**src/rtl/rs_enc_varcheck.sv**
```systemverilog
// Systematic Reed-Solomon encoder over GF(2^M), with a check-symbol count
// chosen per codeword.
// The generator polynomial is rebuilt in hardware, one root per cycle,
// whenever the requested check count differs from the current one.
// Ports:
//   clk, reset (async, active-low)
//   sink_val/sink_sop/sink_eop/rsin/numcheck in, sink_ena out  : message side
//   source_ena in, source_val/source_sop/source_eop/rsout out  : codeword side
//   err out : one-cycle protocol error pulse
module rs_enc_varcheck #(
  parameter int CHECK     = 16,
  parameter int M         = 8,
  parameter int IRRPOL    = 285,
  parameter int GENSTART  = 0,
  parameter int ROOTSPACE = 1,
  parameter int VARCHECK  = 1,
  parameter int WIDE      = 5
) (
  input  logic            clk,
  input  logic            reset,
  input  logic            sink_val,
  input  logic            sink_sop,
  input  logic            sink_eop,
  output logic            sink_ena,
  input  logic [M-1:0]    rsin,
  input  logic [WIDE-1:0] numcheck,
  input  logic            source_ena,
  output logic            source_val,
  output logic            source_sop,
  output logic            source_eop,
  output logic [M-1:0]    rsout,
  output logic            err
);

  localparam int CW = (M > WIDE) ? M : WIDE;
  localparam logic [M-1:0] IRR_LO = M'(IRRPOL);

  function automatic logic [M-1:0] gf_mul(input logic [M-1:0] a, input logic [M-1:0] b);
    logic [M-1:0] acc;
    logic [M-1:0] sh;
    acc = '0;
    sh  = a;
    for (int unsigned i = 0; i < M; i++) begin
      if (b[i]) acc = acc ^ sh;
      sh = sh[M-1] ? ({sh[M-2:0], 1'b0} ^ IRR_LO) : {sh[M-2:0], 1'b0};
    end
    return acc;
  endfunction

  function automatic logic [M-1:0] gf_pow(input int e);
    logic [M-1:0] v;
    int unsigned  n;
    v = M'(1);
    n = unsigned'(e % ((1 << M) - 1));
    for (int unsigned i = 0; i < n; i++) v = gf_mul(v, M'(2));
    return v;
  endfunction

  localparam logic [M-1:0]           ROOT0     = gf_pow(GENSTART);
  localparam logic [M-1:0]           ROOT_STEP = gf_pow(ROOTSPACE);
  localparam logic [CHECK:0][M-1:0]  G_INIT    = ((CHECK + 1) * M)'(1);

  typedef enum logic [1:0] {S_GEN, S_IDLE, S_DATA, S_PARITY} state_e;

  state_e                  state_q, state_d;
  logic [WIDE-1:0]         ncur_q, ncur_d;
  logic [CW-1:0]           cnt_q, cnt_d;
  logic [CHECK:0][M-1:0]   g_q, g_d;
  logic [CHECK-1:0][M-1:0] p_q, p_d;
  logic [M-1:0]            root_q, root_d;
  logic                    hold_q, hold_d, heop_q, heop_d;
  logic [M-1:0]            hsym_q, hsym_d;
  logic [M-1:0]            rsout_q, rsout_d;
  logic                    val_q, val_d, sop_q, sop_d, eop_q, eop_d, err_q, err_d;

  logic                    out_free, acc, nbad, do_sym, ssop, seop;
  logic [WIDE-1:0]         nraw, nreq;
  logic [CW-1:0]           ncur_w, maxlen, cnt_next;
  int unsigned             ncur_i;
  logic [M-1:0]            sym, fb, ptop_q;

  assign ncur_w   = CW'(ncur_q);
  assign ncur_i   = 32'(ncur_q);
  assign maxlen   = CW'((1 << M) - 1) - ncur_w;
  assign out_free = ~val_q | source_ena;
  assign sink_ena = ((state_q == S_IDLE) | ((state_q == S_DATA) & ~hold_q)) & out_free;
  assign acc      = sink_val & sink_ena;
  assign nraw     = (VARCHECK != 0) ? numcheck : WIDE'(CHECK);
  assign nbad     = (nraw == '0) | (32'(nraw) > CHECK);
  assign nreq     = nbad ? WIDE'(CHECK) : nraw;

  // Highest active parity register, p[ncur-1].
  always_comb begin
    ptop_q = '0;
    for (int unsigned j = 0; j < CHECK; j++) begin
      if (j + 1 == ncur_i) ptop_q = p_q[j];
    end
  end

  always_comb begin
    state_d  = state_q;
    ncur_d   = ncur_q;
    cnt_d    = cnt_q;
    g_d      = g_q;
    p_d      = p_q;
    root_d   = root_q;
    hold_d   = hold_q;
    heop_d   = heop_q;
    hsym_d   = hsym_q;
    rsout_d  = rsout_q;
    val_d    = val_q;
    sop_d    = sop_q;
    eop_d    = eop_q;
    err_d    = 1'b0;
    do_sym   = 1'b0;
    sym      = rsin;
    ssop     = sink_sop;
    seop     = sink_eop;
    fb       = '0;
    cnt_next = '0;

    if (out_free) begin
      val_d = 1'b0;
      sop_d = 1'b0;
      eop_d = 1'b0;
    end

    case (state_q)
      S_GEN: begin
        // Multiply g(x) by (x + root) across all coefficients at once.
        g_d[0] = gf_mul(root_q, g_q[0]);
        for (int unsigned j = 1; j <= CHECK; j++) begin
          g_d[j] = g_q[j-1] ^ gf_mul(root_q, g_q[j]);
        end
        root_d = gf_mul(root_q, ROOT_STEP);
        cnt_d  = cnt_q + CW'(1);
        if (cnt_q + CW'(1) == ncur_w) begin
          cnt_d   = '0;
          state_d = hold_q ? S_DATA : S_IDLE;
        end
      end
      S_IDLE: begin
        if (acc) begin
          if (!sink_sop) begin
            err_d = 1'b1;
          end else begin
            err_d = nbad;
            if (nreq != ncur_q) begin
              // Park the sop symbol while the new generator is built.
              ncur_d  = nreq;
              hold_d  = 1'b1;
              hsym_d  = rsin;
              heop_d  = sink_eop;
              cnt_d   = '0;
              g_d     = G_INIT;
              root_d  = ROOT0;
              state_d = S_GEN;
            end else begin
              do_sym = 1'b1;
            end
          end
        end
      end
      S_DATA: begin
        if (hold_q) begin
          if (out_free) begin
            do_sym = 1'b1;
            sym    = hsym_q;
            ssop   = 1'b1;
            seop   = heop_q;
            hold_d = 1'b0;
          end
        end else if (acc) begin
          do_sym = 1'b1;
          if (sink_sop) err_d = 1'b1;
        end
      end
      S_PARITY: begin
        if (out_free) begin
          rsout_d = ptop_q;
          val_d   = 1'b1;
          p_d[0]  = '0;
          for (int unsigned j = 1; j < CHECK; j++) begin
            p_d[j] = (j < ncur_i) ? p_q[j-1] : '0;
          end
          cnt_d = cnt_q + CW'(1);
          if (cnt_q + CW'(1) == ncur_w) begin
            eop_d   = 1'b1;
            cnt_d   = '0;
            p_d     = '0;
            state_d = S_IDLE;
          end
        end
      end
      default: state_d = S_GEN;
    endcase

    if (do_sym) begin
      // A sop restarts the codeword, so the old parity is ignored.
      fb     = sym ^ (ssop ? '0 : ptop_q);
      p_d[0] = gf_mul(fb, g_q[0]);
      for (int unsigned j = 1; j < CHECK; j++) begin
        if (j < ncur_i) p_d[j] = (ssop ? '0 : p_q[j-1]) ^ gf_mul(fb, g_q[j]);
        else            p_d[j] = '0;
      end
      rsout_d  = sym;
      val_d    = 1'b1;
      sop_d    = ssop;
      eop_d    = 1'b0;
      cnt_next = ssop ? CW'(1) : cnt_q + CW'(1);
      cnt_d    = cnt_next;
      state_d  = S_DATA;
      if (seop) begin
        state_d = S_PARITY;
        cnt_d   = '0;
      end else if (cnt_next == maxlen) begin
        err_d   = 1'b1;
        state_d = S_PARITY;
        cnt_d   = '0;
      end
    end
  end

  always_ff @(posedge clk or negedge reset) begin
    if (!reset) begin
      state_q <= S_GEN;
      ncur_q  <= WIDE'(CHECK);
      cnt_q   <= '0;
      g_q     <= G_INIT;
      p_q     <= '0;
      root_q  <= ROOT0;
      hold_q  <= 1'b0;
      heop_q  <= 1'b0;
      hsym_q  <= '0;
      rsout_q <= '0;
      val_q   <= 1'b0;
      sop_q   <= 1'b0;
      eop_q   <= 1'b0;
      err_q   <= 1'b0;
    end else begin
      state_q <= state_d;
      ncur_q  <= ncur_d;
      cnt_q   <= cnt_d;
      g_q     <= g_d;
      p_q     <= p_d;
      root_q  <= root_d;
      hold_q  <= hold_d;
      heop_q  <= heop_d;
      hsym_q  <= hsym_d;
      rsout_q <= rsout_d;
      val_q   <= val_d;
      sop_q   <= sop_d;
      eop_q   <= eop_d;
      err_q   <= err_d;
    end
  end

  assign source_val = val_q;
  assign source_sop = sop_q;
  assign source_eop = eop_q;
  assign rsout      = rsout_q;
  assign err        = err_q;

endmodule

```
**config.mk**
```make
export PLATFORM = sky130hd
export DESIGN_NAME = rs_enc_varcheck
export DESIGN_NICKNAME = d
export VERILOG_FILES = /design/src/rtl/rs_enc_varcheck.sv
export SDC_FILE = /design/constraint.sdc
export NUM_CORES = 2
export LEC_CHECK = 0
export ABC_AREA = 1
export CORE_MARGIN = 5
export CORE_UTILIZATION = 57
export CTS_CLUSTER_SIZE = 40
export DETAILED_ROUTE_END_ITERATION = 6
export PLACE_DENSITY_LB_ADDON = 0.25
export SETUP_SLACK_MARGIN = 0.05
export SYNTH_ARGS = -nofsm -noshare
export SYNTH_HDL_FRONTEND = slang
export SYNTH_SLANG_ARGS = --single-unit
```
**constraint.sdc**
```tcl
create_clock -name clk -period 6.31 [get_ports clk]
set_input_delay 1.262 -clock clk [delete_from_list [all_inputs] [get_ports clk]]
set_output_delay 1.262 -clock clk [all_outputs]
set_load 0.005 [all_outputs]
```
== After elaboration in Yosys (flattened, before gate mapping) ==
Cells that the tools add are included.
Storage, ports and cells
  flip-flop bits (word level): 309
  input bits: 19
  output and inout bits: 13
  logic and storage cells: 1193
Cells by class
  $add $sub $neg: 2
  order comparisons: 16
  equal/unequal tests: 31
  mux-type cells: 801
  bitwise gates (word level): 285
  reductions and logical operators: 13
Operators with widths (count)
  2-to-1 mux 8 bit: 726
  bitwise XOR 8 bit: 263
  2-to-1 mux 128 bit: 4
  2-to-1 mux 136 bit: 3
  one-hot mux 136 bit (2 select lines): 1
  2-to-1 mux 5 bit: 15
  NOT 4 bit: 14
  == test 4 x 5 -> 1 bit, first input constant: 8
  less-than comparator 4 x 5 -> 1 bit, first input constant: 8
  2-to-1 mux 1 bit: 38
  one-hot mux 8 bit (3 select lines): 1
  == test 3 x 5 -> 1 bit, first input constant: 4
  less-than comparator 3 x 5 -> 1 bit, first input constant: 4
  2-to-1 mux 2 bit: 8
  one-hot mux 8 bit (2 select lines): 1
  != test 3 bit, second input constant: 5
  AND reduction 4 bit: 3
  == test 2 x 5 -> 1 bit, first input constant: 2
  less-than comparator 2 x 5 -> 1 bit, first input constant: 2
  adder 8 x 1 -> 8 bit, second input constant: 1
  == test 8 x 5 -> 1 bit: 1
  == test 8 bit: 1
  nonzero test 2 bit: 4
  AND reduction 7 bit: 1
  21 further kinds: 30

== Longest topological paths before layout ==
  depth after elaboration: 53
  mapped depth: 39
  depth with buffers taken out: 37

== Least setup slack after synthesis ==
No wires, ideal clock.
  path type: in2reg
  from: in numcheck[3]
  to: reg p_q[81] (netlist bit)
  setup time: 78 ps
  arrival: 4445 ps
  data required time: 6232 ps
  path slack: 1788 ps
  stages: 18
  buffers on the path: 0
  cells stage by stage: or4_1 > ha_1 > inv_1 > nand2_1 > xor2_1 > a31oi_1 > nand4_1 > nor3_1 > or2_2 > nand2_1 > nor2_1 > inv_1 > nor2_1 > inv_1 > nor2_1 > o21ai_0 > a21o_1 > a21oi_1
Between the ends
  longest elaborated chain between the ends: 10
  elaborated cells on any way between the ends: 13
  classes of those cells: order compare: 1; eq/ne: 1; mux: 6; bitwise: 1; reduce/logical: 4
RTL lines
  start: declaration: line 26  | input logic [WIDE-1:0] numcheck,
  > comparator 5 bit / zero test 5 bit (equally long branches): line 89  | assign nbad = (nraw == '0) | (32'(nraw) > CHECK);
  OR 1 bit: line 89
  2-to-1 mux 5 bit *: line 90  | assign nreq = nbad ? WIDE'(CHECK) : nraw;
  != test 5 bit *: line 148  | if (nreq != ncur_q) begin
  2-to-1 mux 1 bit *: line 148
  2-to-1 mux 1 bit *: line 144  | if (!sink_sop) begin
  2-to-1 mux 1 bit *: line 143  | if (acc) begin
  one-hot mux 1 bit (2 select lines) *: line 128  | case (state_q)
  nonzero test 2 bit (no source line)
  AND reduction 2 bit (no source line)
  end signal: assignment: line 245  | p_q <= p_d;
  end: declaration: line 69  | logic [CHECK-1:0][M-1:0] p_q, p_d;
Mark *: on every way between the ends. The rest lies on a longest branch, timed or not.
A chain may end at the register's enable or synchronous reset.

== Worst setup path after layout ==
  from: reg ncur_q[1]
  to: reg p_q[92] (netlist bit)
Between the ends
  longest elaborated chain between the ends: 53
  elaborated cells on any way between the ends: 96
  classes of those cells: order compare: 1; eq/ne: 18; mux: 58; bitwise: 16; reduce/logical: 3
RTL lines
  start: declaration: line 66  | logic [WIDE-1:0] ncur_q, ncur_d;
  start signal: assignment: line 227  | ncur_q <= WIDE'(CHECK);
  start signal: assignment: line 242  | ncur_q <= ncur_d;
  == test 1 x 5 -> 1 bit: line 96  | if (j + 1 == ncur_i) ptop_q = p_q[j];
  2-to-1 mux 8 bit (16 in a row): line 96
  2-to-1 mux 8 bit: line 200  | fb = sym ^ (ssop ? '0 : ptop_q);
  bitwise XOR 8 bit: line 200
  2-to-1 mux 8 bit: line 44  | if (b[i]) acc = acc ^ sh;
  2-to-1 mux 8 bit: line 203  | if (j < ncur_i) p_d[j] = (ssop ? '0 : p_q[j-1]) ^ gf_mul(fb, g_q[j]);
  2-to-1 mux 8 bit: line 198  | if (do_sym) begin
  bitwise XOR 8 bit: line 44
  [... 22 more ...]
  2-to-1 mux 8 bit: line 198
  bitwise XOR 8 bit: line 44
  2-to-1 mux 8 bit: line 44
  2-to-1 mux 8 bit: line 203
  2-to-1 mux 8 bit: line 198
  bitwise XOR 8 bit: line 203
  2-to-1 mux 8 bit: line 203
  2-to-1 mux 128 bit: line 198
Several ways; a longest one is shown, not always the timed one. The select of a mux whose other input is x is not followed.

==> metrics.txt <==
run status=finished, final reports clean; Syn Std Cell Area=0.0464 sq mm; Final Hold Fails=0; critical path type=reg -> reg; measured slew at the worst slew-check pin=1.19 ns; relative slew slack=20.4%; number of global-route vias before repair=47600; EDFF count, synth=0; post-route ant nets=0; Final Cycle Share=98.6%; pin count of the biggest net entering global routing=130; Port Buf Inserts=31; critical path startpoint category=register; Worst Skew=0.0461 ns; layout cells sized above 1=5.27%; routed len/inst=24.4 microns; Max Clock Freq=161 MHz; Synth Register Bits=301; clock sink total=301; Post-CTS Repair Setup Buffers=0; RSZ-0062 raised after global routing=no; CTS tree=yes; DRT Pass-1 Iters=7; htree depth=2; final setup fails=0; Crit. End Element=register; Hold Crit Class=reg -> reg; CTS Buffer Depth=3; Final GP Congestion=1.05; Layout Nets=7509; clock-pin slew on the worst setup and hold paths=0.06 ns; Die Ht=295 microns; final core occ=60.8%; Crit path required time=6.83 ns; Setup TNS=0 ns; commonest non-fill, non-tap cell in the layout=nand2_1; area delta synth->final=5.71%; # DRC=0; Crit-path slowest cell=dfrtp_1; syn_area_per_cell=6.02 sq um; # IOs=32; FP Rows=104; DP Wirelength=142 mm; placed insts=8497; final wirelength=210 mm; Worst path max stage delay=0.75 ns; fin cells=8589; first-pass GRT wire length=308 mm; CP dominant cell by count=nand2_1; Final Slew Violations=0; sequential area share after synthesis=16.2%; core area=0.0807 sq mm; Skew-Pair Late Insertion Delay=0.64 ns; Die ar.=0.0872 sq mm; warnings from Yosys=0; commonest non-fill, non-tap cells in the layout=2300 x nand2_1, 1153 x nor2_1, 1088 x xor2_1, 528 x inv_1, 520 x xnor2_1; min Tclk post-route=6.22 ns; vias post-DR=52000; Max Cap Viol=0; die width=295 microns; DRC marker count from the first detailed-route iteration=7134; GRT Total Usage=46.5%; Crit path arrival time=6.74 ns; total gr overflow=0; initial antenna violation count=10; Synth cell types=54; Vias/cell=6.05; critical path peak fanout=9; Post-Syn Nets=7727; Post-synth top flop=dfrtp_1; Num CTS Buffers=44; Synth Instances=7701; CTS Root Cell=clkbuf_16; post-synthesis async set-or-reset flop share=100%; Initial Util=57.5%
## synth_stat cells (11+ instances only)
cell type,instances,area (sq um)
a21oi_1,279,1400
xnor2_1,520,4550
nand3_2,16,160
nand4_1,45,282
xor2_1,1091,9560
clkbuf_1,281,1050
clkinv_1,38,143
dfrtp_1,298,7460
o21ai_1,22,110
nor3_1,11,55.1
nand2_1,2310,8670
a22oi_1,12,90.1
buf_6,25,282
inv_2,13,48.8
nand3b_1,71,533
or2_2,41,257
nor2_1,1155,4340
o211ai_1,14,105
or2_1,30,188
o21ai_0,162,811
inv_1,528,1980
nor2_2,21,131
buf_2,53,265
buf_4,27,203
nand2_2,29,181
o22ai_1,96,601
nand3_1,369,1850
nand2_4,12,135
buf_1,62,233
## layout make-up
class,count,area (sq um)
fillers,7861,31600
clock inverters,19,312
repair buffers,184,1640
diodes,11,27.5
well taps,1060,1330
clock buffers,62,1270
multi-input cells,6372,34700
flip-flops and latches,301,7540
inverters,580,2180
## worst max-delay path, delay by kind of cell (launching register included)
kind | cells | cell delay, ns
AO/OA/AOI/OAI | 1 | 0.11
XOR/XNOR | 1 | 0.19
buffers and inverters | 1 | 0.11
flip-flops | 1 | 0.75
AND/OR/NAND/NOR | 26 | 4.94
## per-layer routing
layer	wire length (microns)	global-route usage, %
met5	95	0
met4	17600	29.9
met3	34300	17.4
met2	81100	65.0
met1	76800	60.1
## registers in the layout (all words and copies together) (netlist names), 2 cells and up
register and count:
g_q 128, state_q 2, ncur_q 5, hsym_q 8
p_q 128, cnt_q 8, rsout 8, root_q 8
## through the flow
stage               hold WS [ns]  area, sq um  worst slack, ns
floorplan                  0.448        46400             1.79
global placement           0.465        47400            0.195
detailed placement         0.469        47400           0.0878
CTS                        0.482        49000            0.490
global route               0.503        49000           0.0811
finish                     0.484        49000           0.0886
## logic make-up (layout without fill, tap and decap cells)
| logic type | after synthesis | count (layout) | synth area share, % |
|---|---|---|---|
| adder cells (fa/ha/maj) | 7 | 7 | 0.189 |
| other | 0 | 11 | 0 |
| buffers and inverters | 1028 | 845 | 9.09 |
| multiplexers | 1 | 1 | 0.0216 |
| AO/OA/AOI/OAI | 619 | 619 | 7.29 |
| flip-flops | 301 | 301 | 16.2 |
| XOR/XNOR | 1617 | 1617 | 30.6 |
| AND/OR/NAND/NOR | 4128 | 4128 | 36.5 |
## timing repair
item	4_1_cts	5_1_grt
hold buffers	0	0
gates resized for setup	0	1
endpoints found under the setup margin	0	1
## path summary, 6_finish.rpt
| check | start | to | slack (ns) | cells past startpoint |
|---|---|---|---|---|
| max | ncur_q[1] | p_q[92] | 0.09 | 29 |
| min | source_sop | source_sop | 0.48 | 2 |
| max reg2reg | ncur_q[1] | p_q[92] | 0.09 | 29 |
| min reg2reg | source_sop | source_sop | 0.48 | 2 |
| max in group asynchronous | reset | root_q[4] | 4.40 | 2 |
| min in group asynchronous | reset | p_q[37] | 0.56 | 1 |
Power is left out: the tool's default activity adds up to more than one toggle a clock period on the data nets, which glitch-free logic cannot reach.
